<file path="src/rtl/m55_xfer.sv">
`timescale 1ns/1ps
`default_nettype none
// ============================================================================
//  Module      : m55_xfer
//  Description : Client-side LOAD/UNLOAD sequencer for the 5x5x64-bit lane
//                store. Lanes stream in/out in x-fastest order.
//  Revision    : 1.0 - initial release
// ============================================================================
module m55_xfer #(
    parameter int X_DIM = 5,
    parameter int Y_DIM = 5
) (
    input  logic        clk,
    input  logic        rst,
    input  logic        start_load,
    input  logic        start_unload,
    output logic        busy,
    output logic        done,
    input  logic [63:0] in_lane,
    input  logic        in_valid,
    output logic        in_ready,
    output logic [63:0] out_lane,
    output logic        out_valid,
    input  logic        out_ready,
    output logic [2:0]  rx,
    output logic [2:0]  ry,
    input  logic [63:0] rd,
    output logic [2:0]  wx,
    output logic [2:0]  wy,
    output logic        wr,
    output logic [63:0] wd
);

    localparam int                 c_LANES = X_DIM * Y_DIM;
    localparam int                 c_CNT_W = $clog2(c_LANES + 1);
    localparam logic [c_CNT_W-1:0] c_LAST  = c_CNT_W'(c_LANES - 1);
    localparam logic [c_CNT_W-1:0] c_FULL  = c_CNT_W'(c_LANES);
    localparam logic [2:0]         c_XMAX  = 3'(X_DIM - 1);

    localparam logic [1:0] S_IDLE   = 2'd0;
    localparam logic [1:0] S_LOAD   = 2'd1;
    localparam logic [1:0] S_UNLOAD = 2'd2;

    logic [1:0]         r_state;
    logic [1:0]         w_state_nxt;
    logic [c_CNT_W-1:0] r_acc;
    logic [c_CNT_W-1:0] r_fetch;
    logic [c_CNT_W-1:0] r_deliv;
    logic [2:0]         r_wpx, r_wpy;
    logic [2:0]         r_rpx, r_rpy;
    logic [2:0]         r_wx, r_wy;
    logic [63:0]        r_wd;
    logic               r_wr;
    logic [63:0]        r_out_lane;
    logic               r_out_valid;
    logic               r_load_last;
    logic               r_done;

    logic w_go_load, w_go_unload;
    logic w_in_ready, w_in_fire;
    logic w_fetch, w_out_fire, w_unload_last;

    assign w_go_load     = (r_state == S_IDLE) && start_load;
    assign w_go_unload   = (r_state == S_IDLE) && !start_load && start_unload;
    assign w_in_ready    = (r_state == S_LOAD) && (r_acc != c_FULL);
    assign w_in_fire     = w_in_ready && in_valid;
    assign w_fetch       = (r_state == S_UNLOAD) && (r_fetch != c_FULL) &&
                           (!r_out_valid || out_ready);
    assign w_out_fire    = r_out_valid && out_ready;
    assign w_unload_last = w_out_fire && (r_deliv == c_LAST);

    always_ff @(posedge clk or posedge rst) begin
        if (rst) begin
            r_state <= S_IDLE;
        end else begin
            r_state <= w_state_nxt;
        end
    end

    always_comb begin
        w_state_nxt = r_state;
        case (r_state)
            S_IDLE: begin
                if (w_go_load)        w_state_nxt = S_LOAD;
                else if (w_go_unload) w_state_nxt = S_UNLOAD;
            end
            S_LOAD: begin
                if (w_in_fire && (r_acc == c_LAST)) w_state_nxt = S_IDLE;
            end
            S_UNLOAD: begin
                if (w_unload_last) w_state_nxt = S_IDLE;
            end
            default: w_state_nxt = S_IDLE;
        endcase
    end

    // Write side: one registered write per accepted lane
    always_ff @(posedge clk or posedge rst) begin
        if (rst) begin
            r_acc       <= '0;
            r_wpx       <= '0;
            r_wpy       <= '0;
            r_wx        <= '0;
            r_wy        <= '0;
            r_wd        <= '0;
            r_wr        <= 1'b0;
            r_load_last <= 1'b0;
        end else begin
            r_wr        <= w_in_fire;
            r_load_last <= w_in_fire && (r_acc == c_LAST);
            if (w_go_load) begin
                r_acc <= '0;
                r_wpx <= '0;
                r_wpy <= '0;
            end else if (w_in_fire) begin
                r_wd  <= in_lane;
                r_wx  <= r_wpx;
                r_wy  <= r_wpy;
                r_acc <= r_acc + 1'b1;
                if (r_wpx == c_XMAX) begin
                    r_wpx <= '0;
                    r_wpy <= r_wpy + 3'd1;
                end else begin
                    r_wpx <= r_wpx + 3'd1;
                end
            end
        end
    end

    // Read side: read pointer runs ahead of the output register by one lane
    always_ff @(posedge clk or posedge rst) begin
        if (rst) begin
            r_fetch     <= '0;
            r_deliv     <= '0;
            r_rpx       <= '0;
            r_rpy       <= '0;
            r_out_lane  <= '0;
            r_out_valid <= 1'b0;
        end else begin
            if (w_go_unload) begin
                r_fetch <= '0;
                r_deliv <= '0;
                r_rpx   <= '0;
                r_rpy   <= '0;
            end else begin
                if (w_fetch) begin
                    r_out_lane  <= rd;
                    r_out_valid <= 1'b1;
                    r_fetch     <= r_fetch + 1'b1;
                    if (r_fetch != c_LAST) begin
                        if (r_rpx == c_XMAX) begin
                            r_rpx <= '0;
                            r_rpy <= r_rpy + 3'd1;
                        end else begin
                            r_rpx <= r_rpx + 3'd1;
                        end
                    end
                end else if (out_ready) begin
                    r_out_valid <= 1'b0;
                end
                if (w_out_fire) begin
                    r_deliv <= r_deliv + 1'b1;
                end
            end
        end
    end

    always_ff @(posedge clk or posedge rst) begin
        if (rst) begin
            r_done <= 1'b0;
        end else begin
            r_done <= r_load_last || w_unload_last;
        end
    end

    assign busy      = (r_state != S_IDLE);
    assign done      = r_done;
    assign in_ready  = w_in_ready;
    assign out_lane  = r_out_lane;
    assign out_valid = r_out_valid;
    assign rx        = r_rpx;
    assign ry        = r_rpy;
    assign wx        = r_wx;
    assign wy        = r_wy;
    assign wr        = r_wr;
    assign wd        = r_wd;

endmodule
`default_nettype wire

</file>
<file path="config.mk">
export PLATFORM = sky130hd
export DESIGN_NAME = m55_xfer
export DESIGN_NICKNAME = d
export VERILOG_FILES = /design/src/rtl/m55_xfer.sv
export SDC_FILE = /design/constraint.sdc
export NUM_CORES = 1
export LEC_CHECK = 0
export BUFFER_PORTS_ARGS = -buffer_cell sky130_fd_sc_hd__buf_2
export CORE_UTILIZATION = 40
export DETAILED_ROUTE_END_ITERATION = 12
export PLACE_DENSITY = 0.64
export SLEW_MARGIN = 20
export SYNTH_ARGS = -nofsm -noshare
export SYNTH_HDL_FRONTEND = slang
export SYNTH_SLANG_ARGS = --single-unit
export TNS_END_PERCENT = 10
</file>
<file path="constraint.sdc">
create_clock -name clk -period 6.03 [get_ports clk]
set_clock_uncertainty 0.1 [all_clocks]
set_input_delay 0.603 -clock clk [delete_from_list [all_inputs] [get_ports clk]]
set_output_delay 0.603 -clock clk [all_outputs]
set_load 0.01 [all_outputs]
</file>
* Yosys cells after proc, flatten, opt, wreduce, memory -nomap -nowiden *
Index checks and enable logic that the tools add are counted.
W data, S select, Z words.

storage, ports and cells
  bits of input ports = 134
  output and inout port bits = 145
  word-level logic and storage cells = 94
  flip-flop bits (word level) = 167

operators by class
  mux-type cells = 27
  reduce and logical (&&, ||, !) cells = 30
  add/sub/neg operators = 7
  bitwise gates (word level) = 2
  equality and inequality tests = 12

operators by type and width
  kind                   count
  $mux W3                14
  $mux W5                6
  $reduce_bool A2 Y1     8
  $add A5 B1 Y5 const B  3
  $ne A5 B5 Y1 const B   3
  $add A3 B1 Y3 const B  4
  $eq A5 B5 Y1 const B   2
  $logic_and A1 B1 Y1    10
  $reduce_and A2 Y1      5
  $mux W2                4
  $eq A3 B3 Y1 const B   2
  $pmux W2 S3            1
  $reduce_and A3 Y1      2
  $ne A3 B3 Y1 const B   1
  $eq A2 B1 Y1 const B   1
  $eq A2 B2 Y1 const B   1
  $logic_not A1 Y1       2
  $logic_not A2 Y1       1
  $logic_or A1 B1 Y1     2
  $mux W1                2
  $ne A2 B1 Y1 const B   1
  $ne A2 B2 Y1 const B   1
  $not A1 Y1             2

* Logic depth before layout (Yosys ltp) *
Gate-level depths: netlist (run 1).

  word-level depth = 6
  mapped depth = 10
  depth with buffers taken out = 7

* Least setup slack after synthesis (run 1) *
Ideal clock, no wire load.

  kind = reg2reg
  start = register r_acc[0]
  end = register r_wpx[0]
  clock period less this slack = 1.763 ns
  stages on the path, launching flop included = 7
  slack = 4.267 ns
  path buffers = 2
  library setup time = 0.120 ns
  required time = 5.810 ns
  data arrival time = 1.543 ns
  cells stage by stage = dfrtp_1 ha_1 and4b_1 or2_1 buf_6 buf_2 a31o_2

on the way
  word-level cells in the longest chain between the ends = 4

RTL lines
  what                                 RTL line  RTL
  from (decl)                          46        logic [c_CNT_W-1:0] r_acc;
  from (signal assigned)               119       r_acc <= r_acc + 1'b1;
  $ne A5 B5 Y1                         65        assign w_in_ready = (r_state == S_LOAD) && (r_acc != c_FULL);
  $logic_and A1 B1 Y1                  65
  $logic_and A1 B1 Y1                  66        assign w_in_fire = w_in_ready && in_valid;
  $reduce_bool A2 Y1 (no source line)  n/a
  to (signal assigned)                 124       r_wpx <= r_wpx + 3'd1;
  to (decl)                            49        logic [2:0] r_wpx, r_wpy;

No other way between the ends.
A chain may end at the register's enable or synchronous reset.

* Worst setup path in the final report (run 1) *
  start = register r_acc[1]
  end = register r_wpy[0]

on the way
  word-level cells in the longest chain between the ends = 5

RTL lines
  what                                 RTL line  RTL
  $ne A5 B5 Y1                         65
  $logic_and A1 B1 Y1                  65
  $logic_and A1 B1 Y1                  66
  $reduce_bool A2 Y1 (no source line)  n/a
  $reduce_and A2 Y1 (no source line)   n/a
  to (signal assigned)                 122       r_wpy <= r_wpy + 3'd1;
  to (decl)                            49

No other way between the ends.

==> summary.txt, run 1 <==
WL met2 -> 7270 um
Metal3 WL -> 948 um
Largest net degree at the start of global routing -> 108
Launch point of the worst reg-to-reg path -> r_acc[1]
Register area share after synthesis -> 62.0%
Slew HR -> 36.9%
Total negative slack -> 0 ns
# fillers -> 1494
Ys Warns -> 0
Startpoint types -> flip-flop
Global-route wire length before repair -> 24600 um
Drt pass-1 iters -> 4
Die height -> 132 um
WP data required -> 6.23 ns
Critical-path cell list -> inv_1, ha_1, and4b_1, or2_2, buf_4, clkinv_4, and3_1, mux2i_1
Max cap viols -> 0
Peak VDD IR -> 0.000225 V
GP Congestion -> 0.766
Top FF cell, synth -> dfrtp_1
Clock-pin slew on the worst setup and hold paths -> 0.07 ns
Final WL -> 15100 um
Post-synth EDFFs -> 0
RSZ-0062 raised after global routing -> no
1st-iter DRT viols -> 236
Tot GR Track Use -> 17.9%
Commonest non-fill, non-tap cell in the layout -> buf_2
DR vias -> 5086
Cts repair resizes -> 0
Die Area -> 0.0174 sq mm
Share of post-route cells with drive strength above 1 -> 43.0%
Clk Latency, worst-skew pair -> 0.41 ns
Crit path DAT -> 3.30 ns
Port Buffers -> 278
Register Area -> 0.00418 sq mm
Worst path slowest cell -> clkinv_4
Root Buffer -> clkbuf_16
Depth of the CTS H-tree -> 4
Min Tclk post-route -> 3.10 ns
CTS Buf Count -> 17
Wire per inst -> 13.6 um
Synth Register Bits -> 167
Cells after synthesis -> 605
HPWL reported at the end of detailed placement -> 10600 um
R2R depth -> 8
Endpoints failing hold -> 0
Core ar. -> 0.0165 sq mm
Met1 WL -> 6660 um
Setup Fix Bufs, Post-CTS -> 0
CP Max Fanout -> 82
DR vias/cell -> 4.57
Min-Delay Endpoint -> wd[32]
Cell Area, Synth -> 0.00674 sq mm
CP endpoint kind -> flip-flop
Power Total -> 0.00453 W
Most frequent cells in the layout -> 278 x buf_2, 231 x nand2_1, 167 x dfrtp_1
Distinct cell type count after synthesis -> 40
Final setup violation count -> 0
# clock sinks -> 167
# hold bufs at CTS -> 0
Async SR Flop Fraction -> 100%
Initial antenna violation count -> 1
Residual DRC -> 0
Post-Syn Nets -> 753
HP Start -> in_lane[32]
Chip Width -> 132 um
Status -> finished clean
Vias in the first global route -> 4921
Pleak -> 4.82 nW
Reg2Reg Setup Slack -> 2.93 ns
Tcrit/Tclk final -> 51.4%
Top Metal Used -> met4
Row cnt -> 47
Power Density -> 512 mW/mm^2
Nets -> 1027
WHS Path Cells -> 3
Remaining Overflow, GRT -> 0
Clock buffer depth -> 2
Worst R2R End -> r_wpy[0]
Fmax -> 323 MHz
Area delta synth->final -> 31.1%
Worst Setup Path Type -> reg -> reg
Slew Viols, Final -> 0
Syn avg cell area -> 11.1 sq um
Ports -> 279
HP Class -> in -> reg
Crit path largest cell delay -> 0.66 ns
Multi-input gate area -> 0.00233 sq mm
CTS tree -> done
Slew at the pin with the worst max-slew slack -> 0.947 ns
Post-route ant nets -> 0
Initial core utilization -> 40.8%
cell type report:
type	instances	area share [%]
sequential	167	47.3
multi-input combinational	396	26.3
timing repair buffer	281	16.0
clock buffer	17	4.82
tap	220	3.12
clock inverter	15	1.60
inverter	16	0.793
antenna	1	0.0283
registers in the layout, summed over array words and instances (netlist names):
signal / cells
out_lane: 64
r_acc: 5
done: 1
ry: 3
wy: 3
r_wpy: 3
wx: 3
wr: 1
rx: 3
wd: 64
r_load_last: 1
r_deliv: 5
r_fetch: 5
r_wpx: 3
r_state: 2
out_valid: 1
metal layers:
layer,GRT usage (%),vias up
li1,-,2516
met1,23.1,2357
met2,28.7,195
met3,5.27,18
met4,6.65,0
met5,0,-
cells by family (layout without fill, tap and decap cells):
| family | after synthesis | after routing | share of synthesized area (%) |
|---|---|---|---|
| AO/OA/AOI/OAI | 24 | 24 | 2.27 |
| flip-flops | 167 | 167 | 62.0 |
| XOR/XNOR | 5 | 5 | 0.650 |
| AND/OR/NAND/NOR | 283 | 283 | 17.4 |
| buffers and inverters | 42 | 329 | 3.42 |
| other | 0 | 1 | 0 |
| adder cells (fa/ha/maj) | 14 | 14 | 2.60 |
| multiplexers | 70 | 70 | 11.6 |
worst max-delay path by stage:
stage               slack [ns]        to  startpoint  depth (start not counted)
global placement          2.92  r_wpy[0]    in_valid                          7
finish                    2.93  r_wpy[0]    r_acc[1]                          8
detailed placement        2.91  r_wpy[1]    r_acc[1]                          8
CTS                       2.92  r_wpy[0]    r_acc[1]                          8
global route              2.54  r_wpy[1]    r_acc[1]                          8
floorplan                 0.81      done         rst                          1
worst max-delay path, delay by kind of cell (launching register included):
kind	cells	cell delay (ns)
buffers and inverters	3	1.38
adders and majority gates	1	0.15
and+or+nand+nor	3	0.74
muxes	1	0.12
DFF	1	0.41
metrics by stage:
step	instance area [sq um]	hold WS, ns	util (%)	setup slack (ns)	cells
after floorplan	6740	0.313	-	0.809	605
after global placement	8270	0.336	50.0	2.92	1080
after detailed placement	8270	0.333	50.0	2.91	1080
after CTS	8830	0.247	53.4	2.92	1112
after global routing	8830	0.252	53.5	2.54	1113
final	8830	0.269	53.5	2.93	1113
cells in the mapped netlist, drive strengths merged (6+ instances only):
library cell	count	area, sq um
buf	17	131
clkbuf	9	33.8
dfrtp	167	4180
ha	14	175
inv	15	56.3
mux2	64	721
mux2i	6	60.1
nand2	231	867
nand3	15	80.1
nand4	6	37.5
nor2	9	33.8
o21ai	12	60.1
where the power goes:
group / internal [W] / switching [W] / leakage (nW)
Sequential: 0.00161 / 0.000259 / 2.08
Combinational: 0.000723 / 0.000890 / 2.45
Clock: 0.000580 / 0.000466 / 0.283
Total: 0.00291 / 0.00161 / 4.82
(Power assumes the default switching activity.)
==> run 2: changes to the inputs <==
--- a/config.mk
+++ b/config.mk
@@ -8,7 +8,7 @@
 export BUFFER_PORTS_ARGS = -buffer_cell sky130_fd_sc_hd__buf_2
 export CORE_UTILIZATION = 40
 export DETAILED_ROUTE_END_ITERATION = 12
-export PLACE_DENSITY = 0.64
+export PLACE_DENSITY = 0.67
 export SLEW_MARGIN = 20
 export SYNTH_ARGS = -nofsm -noshare
 export SYNTH_HDL_FRONTEND = slang
==> constraint.sdc (replaced) <==
create_clock -name clk -period 2.5 [get_ports clk]
set_clock_uncertainty 0.1 [all_clocks]
set_input_delay 0.25 -clock clk [delete_from_list [all_inputs] [get_ports clk]]
set_output_delay 0.25 -clock clk [all_outputs]
set_load 0.01 [all_outputs]
==> run 2 against run 1 <==
Cell area is 16% higher. Wire length is 16% higher. Hold slack worse by 0.20 ns. Largest cell class unchanged. Critical path type unchanged. Die area stayed put. Worst setup slack worse by 2.6 ns. Cell count is 12% higher. Power is 150% higher.
==> summary.txt, run 2 (synthesized netlist as in run 1, its figures left out) <==
Status -> finished clean
CTS Buf Count -> 17 (unchanged)
Initial antenna violation count -> 1 (unchanged)
Core ar. -> 0.0165 sq mm (unchanged)
Share of post-route cells with drive strength above 1 -> 37.9% (-5.1 points)
Depth of the CTS H-tree -> 4 (unchanged)
Power Density -> 1100 mW/mm^2 (+110%)
Vias in the first global route -> 5709 (+16%)
Setup WS pre-CTS -> 0.371 ns (-2.54 ns)
GP Congestion -> 0.725 (-5.3%)
Post-route cell area -> 0.0102 sq mm (+16%)
CP Max Fanout -> 26 (-68%)
RSZ-0062 raised after global routing -> no
Clock buffer depth -> 2 (unchanged)
Drt pass-1 iters -> 4 (unchanged)
Most frequent cells in the layout -> 278 x buf_2, 231 x nand2_1, 167 x dfrtp_1
Remaining Overflow, GRT -> 0 (unchanged)
Slew Viols, Final -> 0 (unchanged)
Post-route ant nets -> 0 (unchanged)
Worst path slowest cell -> dfrtp_1
# clock sinks -> 167 (unchanged)
Max cap viols -> 0 (unchanged)
Pint -> 0.00724 W (+150%)
Clock-pin slew on the worst setup and hold paths -> 0.06 ns (about the same)
Port Buffers -> 278 (unchanged)
Comb power frac -> 37.3% (+1.7 points)
Largest net degree at the start of global routing -> 72 (-33%)
Sw Pwr -> 0.00402 W (+150%)
Area post-placement -> 0.00839 sq mm (+1.5%)
Most common cell on crit path -> nand2_1
Clock group share of total power -> 22.3% (-0.8 points)
Fmax -> 463 MHz (+43%)
Crit path largest cell delay -> 0.43 ns (-0.23 ns)
DR vias -> 5691 (+12%)
Tcrit/Tclk final -> 86.4% (+35 points)
Wire per inst -> 14.1 um (+3.6%)
Ports -> 279 (unchanged)
# hold bufs at CTS -> 129 (+129)
DR vias/cell -> 4.56 (-0.29%)
Nets -> 1163 (+13%)
Row cnt -> 47 (unchanged)
Endpoints failing hold -> 0 (unchanged)
Tot GR Track Use -> 20.9% (+3.0 points)
CTS tree -> done
Global-route wire length before repair -> 28700 um (+17%)
Crit path DAT -> 2.42 ns (-0.88 ns)
1st-iter DRT viols -> 203 (-14%)
Setup Fix Bufs, Post-CTS -> 0 (unchanged)
Clk Latency, worst-skew pair -> 0.42 ns (about the same)
PnR worst setup slack -> 0.339 ns (-2.59 ns)
Initial core utilization -> 40.8% (unchanged)
Critical-path cell list -> ha_1, and4b_1, or2_2, clkinv_4, buf_4, nand2_1, nand2_1
Flop pwr share -> 40.4% (-0.8 points)
Worst Setup Path Type -> reg -> reg
Commonest non-fill, non-tap cell in the layout -> buf_2
Sw Ratio -> 35.7% (about the same)
Total negative slack -> 0 ns (unchanged)
Residual DRC -> 0 (unchanged)
Final WL -> 17600 um (+16%)
Die Area -> 0.0174 sq mm (unchanged)
HPWL reported at the end of detailed placement -> 10800 um (+1.9%)
Cts repair resizes -> 0 (unchanged)
Die height -> 132 um (unchanged)
Chip Width -> 132 um (unchanged)
HP Class -> in -> reg
Slew at the pin with the worst max-slew slack -> 0.815 ns (-0.132 ns)
Pleak -> 5.41 nW (+12%)
Peak VDD IR -> 0.000607 V (+170%)
Slew HR -> 45.5% (+8.7 points)
Startpoint types -> flip-flop
Area delta synth->final -> 52.1%
Min Tclk post-route -> 2.16 ns (-0.939 ns)
Final setup violation count -> 0 (unchanged)
CP endpoint kind -> flip-flop
Root Buffer -> clkbuf_16
WP data required -> 2.76 ns (-3.47 ns)
run 2: cell count changes in the layout (fill, tap and decap cells not counted):
cell	delta
clkbuf_8	+1
buf_4	+1
inv_6	-3
clkinvlp_4	+1
clkbuf_1	+1
dlygate4sd3_1	+129
inv_8	-2
buf_12	+6
clkinv_4	+2
run 2: per-layer routing:
layer / up-vias / global-route usage (%) / routed length (um)
met2: 220 / 35.3 / 8570
met1: 2648 / 25.4 / 7460
met4: 0 / 8.33 / 440
li1: 2789 / - / -
met5: - / 0 / 0
met3: 34 / 5.88 / 1130
run 2: power groups by stage:
stage,clock network (W),registers (W),logic (W)
finish,0.00251,0.00456,0.00420
global route,0.00268,0.00470,0.00462
CTS,0.00259,0.00452,0.00420
detailed placement,0,0.00454,0.00405
global placement,0,0.00452,0.00397
floorplan,0,0.00505,0.00187
run 2: cell type report:
type,count,area (sq um)
repair buffers,417,2830
clock buffers,19,443
well taps,220,275
diodes,1,2.50
flip-flops and latches,167,4180
clock inverters,13,119
fillers,1277,6280
multi-input cells,396,2330
inverters,16,68.8
run 2: worst paths after layout:
path	start	endpoint	slack [ns]	cells after the start
setup / recovery	r_acc[0]	wd[13]	0.34	7
setup reg to reg	r_acc[0]	wd[13]	0.34	7
max in group asynchronous	rst	out_lane[19]	1.15	4
min in group asynchronous	rst	out_lane[48]	0.40	3
hold / removal	out_ready	out_valid	0.07	4
hold reg to reg	r_load_last	done	0.36	1
run 2: worst max-delay path: cells and delay by family, from the launching register on:
kind,cells,cell delay [ns]
buffers and inverters,2,0.51
DFF,1,0.43
adders and majority gates,1,0.23
and+or+nand+nor,4,0.81
run 2: metrics by stage:
step	hold slack, ns	util [%]	total power, W	std cells
after floorplan	0.255	-	0.00691	605
after global placement	0.300	50.8	0.00848	1087
after detailed placement	0.302	50.8	0.00859	1087
after CTS	0.0540	62.0	0.0113	1248
after global routing	0.0698	62.0	0.0120	1249
final	0.0656	62.0	0.0113	1249
==> run 3: changes to the inputs <==
--- a/config.mk
+++ b/config.mk
@@ -6,9 +6,9 @@
 export NUM_CORES = 1
 export LEC_CHECK = 0
 export BUFFER_PORTS_ARGS = -buffer_cell sky130_fd_sc_hd__buf_2
-export CORE_UTILIZATION = 40
+export CORE_UTILIZATION = 28
 export DETAILED_ROUTE_END_ITERATION = 12
-export PLACE_DENSITY = 0.67
+export PLACE_DENSITY = 0.49
 export SLEW_MARGIN = 20
 export SYNTH_ARGS = -nofsm -noshare
 export SYNTH_HDL_FRONTEND = slang
==> run 3 against run 2 <==
Cell area up 1.6%. Clock-buffer cell count up 1. Flip-flop and latch count unchanged. Sequential power about the same. Maximum frequency up 4.4%. Die area up 42%. Power up 0.87%. Via count down 2.2%. Critical path type unchanged. Critical endpoint is now r_wpx[2]. Largest cell class unchanged.
==> summary.txt, run 3 (synthesized netlist as in run 1, its figures left out) <==
Power Density -> 1090 mW/mm^2 (-0.73%)
Slew HR -> 46.9% (+1.3 points)
HP Class -> in -> reg
WHS Path Cells -> 2 (-2)
Startpoint types -> flip-flop
Peak VDD IR -> 0.000423 V (-30%)
Crit path DAT -> 2.27 ns (-0.15 ns)
Fmax -> 483 MHz (+4.4%)
Cts repair resizes -> 0 (unchanged)
Die Area -> 0.0247 sq mm (+42%)
Clk Latency, worst-skew pair -> 0.42 ns (about the same)
Root Buffer -> clkbuf_16
# clock sinks -> 167 (unchanged)
Worst Setup Path Type -> reg -> reg
Most frequent cells in the layout -> 278 x buf_2, 231 x nand2_1, 167 x dfrtp_1
Initial antenna violation count -> 0 (-1)
Area delta synth->final -> 54.6%
Vias in the first global route -> 5772 (+1.1%)
Share of post-route cells with drive strength above 1 -> 38.0% (about the same)
Port Buffers -> 278 (unchanged)
Final Non-Filler Cells -> 1346 (+7.8%)
Status -> finished clean
Commonest non-fill, non-tap cell in the layout -> buf_2
Max cap viols -> 0 (unchanged)
Wire per inst -> 13.5 um (-4.5%)
Final setup violation count -> 0 (unchanged)
Diodes inserted -> 0 (-1)
1st-iter DRT viols -> 226 (+11%)
CTS tree -> done
Endpoints failing hold -> 0 (unchanged)
DP Cell Count -> 1186 (+9.1%)
Initial core utilization -> 28.6% (-12 points)
Final WL -> 18100 um (+2.9%)
Min Tclk post-route -> 2.07 ns (-0.0907 ns)
Largest net degree at the start of global routing -> 82 (+14%)
CP Max Fanout -> 30 (+15%)
Die height -> 157 um (+19%)
Post-route ant nets -> 0 (unchanged)
Depth of the CTS H-tree -> 4 (unchanged)
GP Congestion -> 0.728 (+0.39%)
Slew at the pin with the worst max-slew slack -> 0.795 ns (-0.0198 ns)
R2R depth -> 6 (-1)
Clock-pin slew on the worst setup and hold paths -> 0.07 ns (about the same)
WP data required -> 2.70 ns (-0.06 ns)
Tcrit/Tclk final -> 82.8% (-3.6 points)
Remaining Overflow, GRT -> 0 (unchanged)
DR vias -> 5568 (-2.2%)
Global-route wire length before repair -> 28100 um (-2.1%)
Row cnt -> 56 (+19%)
Residual DRC -> 0 (unchanged)
Total negative slack -> 0 ns (unchanged)
Nets -> 1162 (-0.086%)
DR vias/cell -> 4.14 (-9.2%)
Core ar. -> 0.0235 sq mm (+42%)
Ports -> 279 (unchanged)
Clock buffer depth -> 2 (unchanged)
HPWL reported at the end of detailed placement -> 11600 um (+7.6%)
CP endpoint kind -> flip-flop
Slew Viols, Final -> 0 (unchanged)
Pleak -> 5.43 nW (+0.32%)
Chip Width -> 157 um (+19%)
Drt pass-1 iters -> 4 (unchanged)
RSZ-0062 raised after global routing -> no
CTS Buf Count -> 17 (unchanged)
Tot GR Track Use -> 14.5% (-6.5 points)
-- run 3: cell types whose count changed in the layout (fill, tap and decap cells not counted), sizes merged --
cell         previous run  this run
clkbuf                 19        20
dlygate4sd3           129       128
diode                   1         0
inv                    19        21
clkinv                  7         5
clkinvlp                2         1
-- run 3: cell type report --
type	instances	area, sq um
Clock buffer	20	457
Clock inverter	12	134
Fill cell	2237	13100
Inverter	16	68.8
Multi-Input combinational cell	396	2330
Sequential cell	167	4180
Tap cell	319	399
Timing Repair Buffer	416	2850
-- run 3: layer usage --
metal	share of wire, %	track usage (%)
met5	0	0
met1	44	17.4
met3	7.5	4.46
met2	47	24.8
met4	1.1	4.07
-- run 3: worst paths after layout --
check	end	from	slack, ns
max	r_wpx[2]	r_acc[0]	0.43
min	out_lane[4]	rd[4]	0.01
max reg2reg	r_wpx[2]	r_acc[0]	0.43
min reg2reg	done	r_load_last	0.37
max in group asynchronous	wd[43]	rst	1.24
min in group asynchronous	out_lane[27]	rst	0.42
-- run 3: report_power, final --
| group | internal, W | total [W] | switching [W] |
|---|---|---|---|
| clock | 0.00147 | 0.00264 | 0.00117 |
| combinational | 0.00194 | 0.00417 | 0.00222 |
| sequential | 0.00388 | 0.00455 | 0.000675 |
-- run 3: worst max-delay path, cell delays in order, from the launching register on --
cell	delay, ns
dfrtp_1	0.44
ha_1	0.24
and4b_1	0.20
or2_2	0.35
clkinv_4	0.22
o21ai_0	0.13
a32o_1	0.27
-- run 3: per-stage QoR --
| stage | hold slack [ns] | util, % | worst slack (ns) | instance area [sq um] | total power (W) |
|---|---|---|---|---|---|
| final | 0.0144 | 44.2 | 0.430 | 10400 | 0.0114 |
| after global routing | 0.00874 | 44.2 | 0.282 | 10400 | 0.0123 |
| after CTS | 0.00329 | 44.2 | 0.406 | 10400 | 0.0115 |
| after detailed placement | 0.341 | 36.3 | 0.422 | 8540 | 0.00865 |
| after global placement | 0.337 | 36.3 | 0.487 | 8540 | 0.00859 |
| after floorplan | 0.255 | - | 0.0232 | 6740 | 0.00691 |
-- run 3: repair_timing --
item / 4_1_cts / 5_1_grt
hold endpoints to repair: 149 / 0
buffers inserted: 0 / 0
hold buffers: 128 / 0
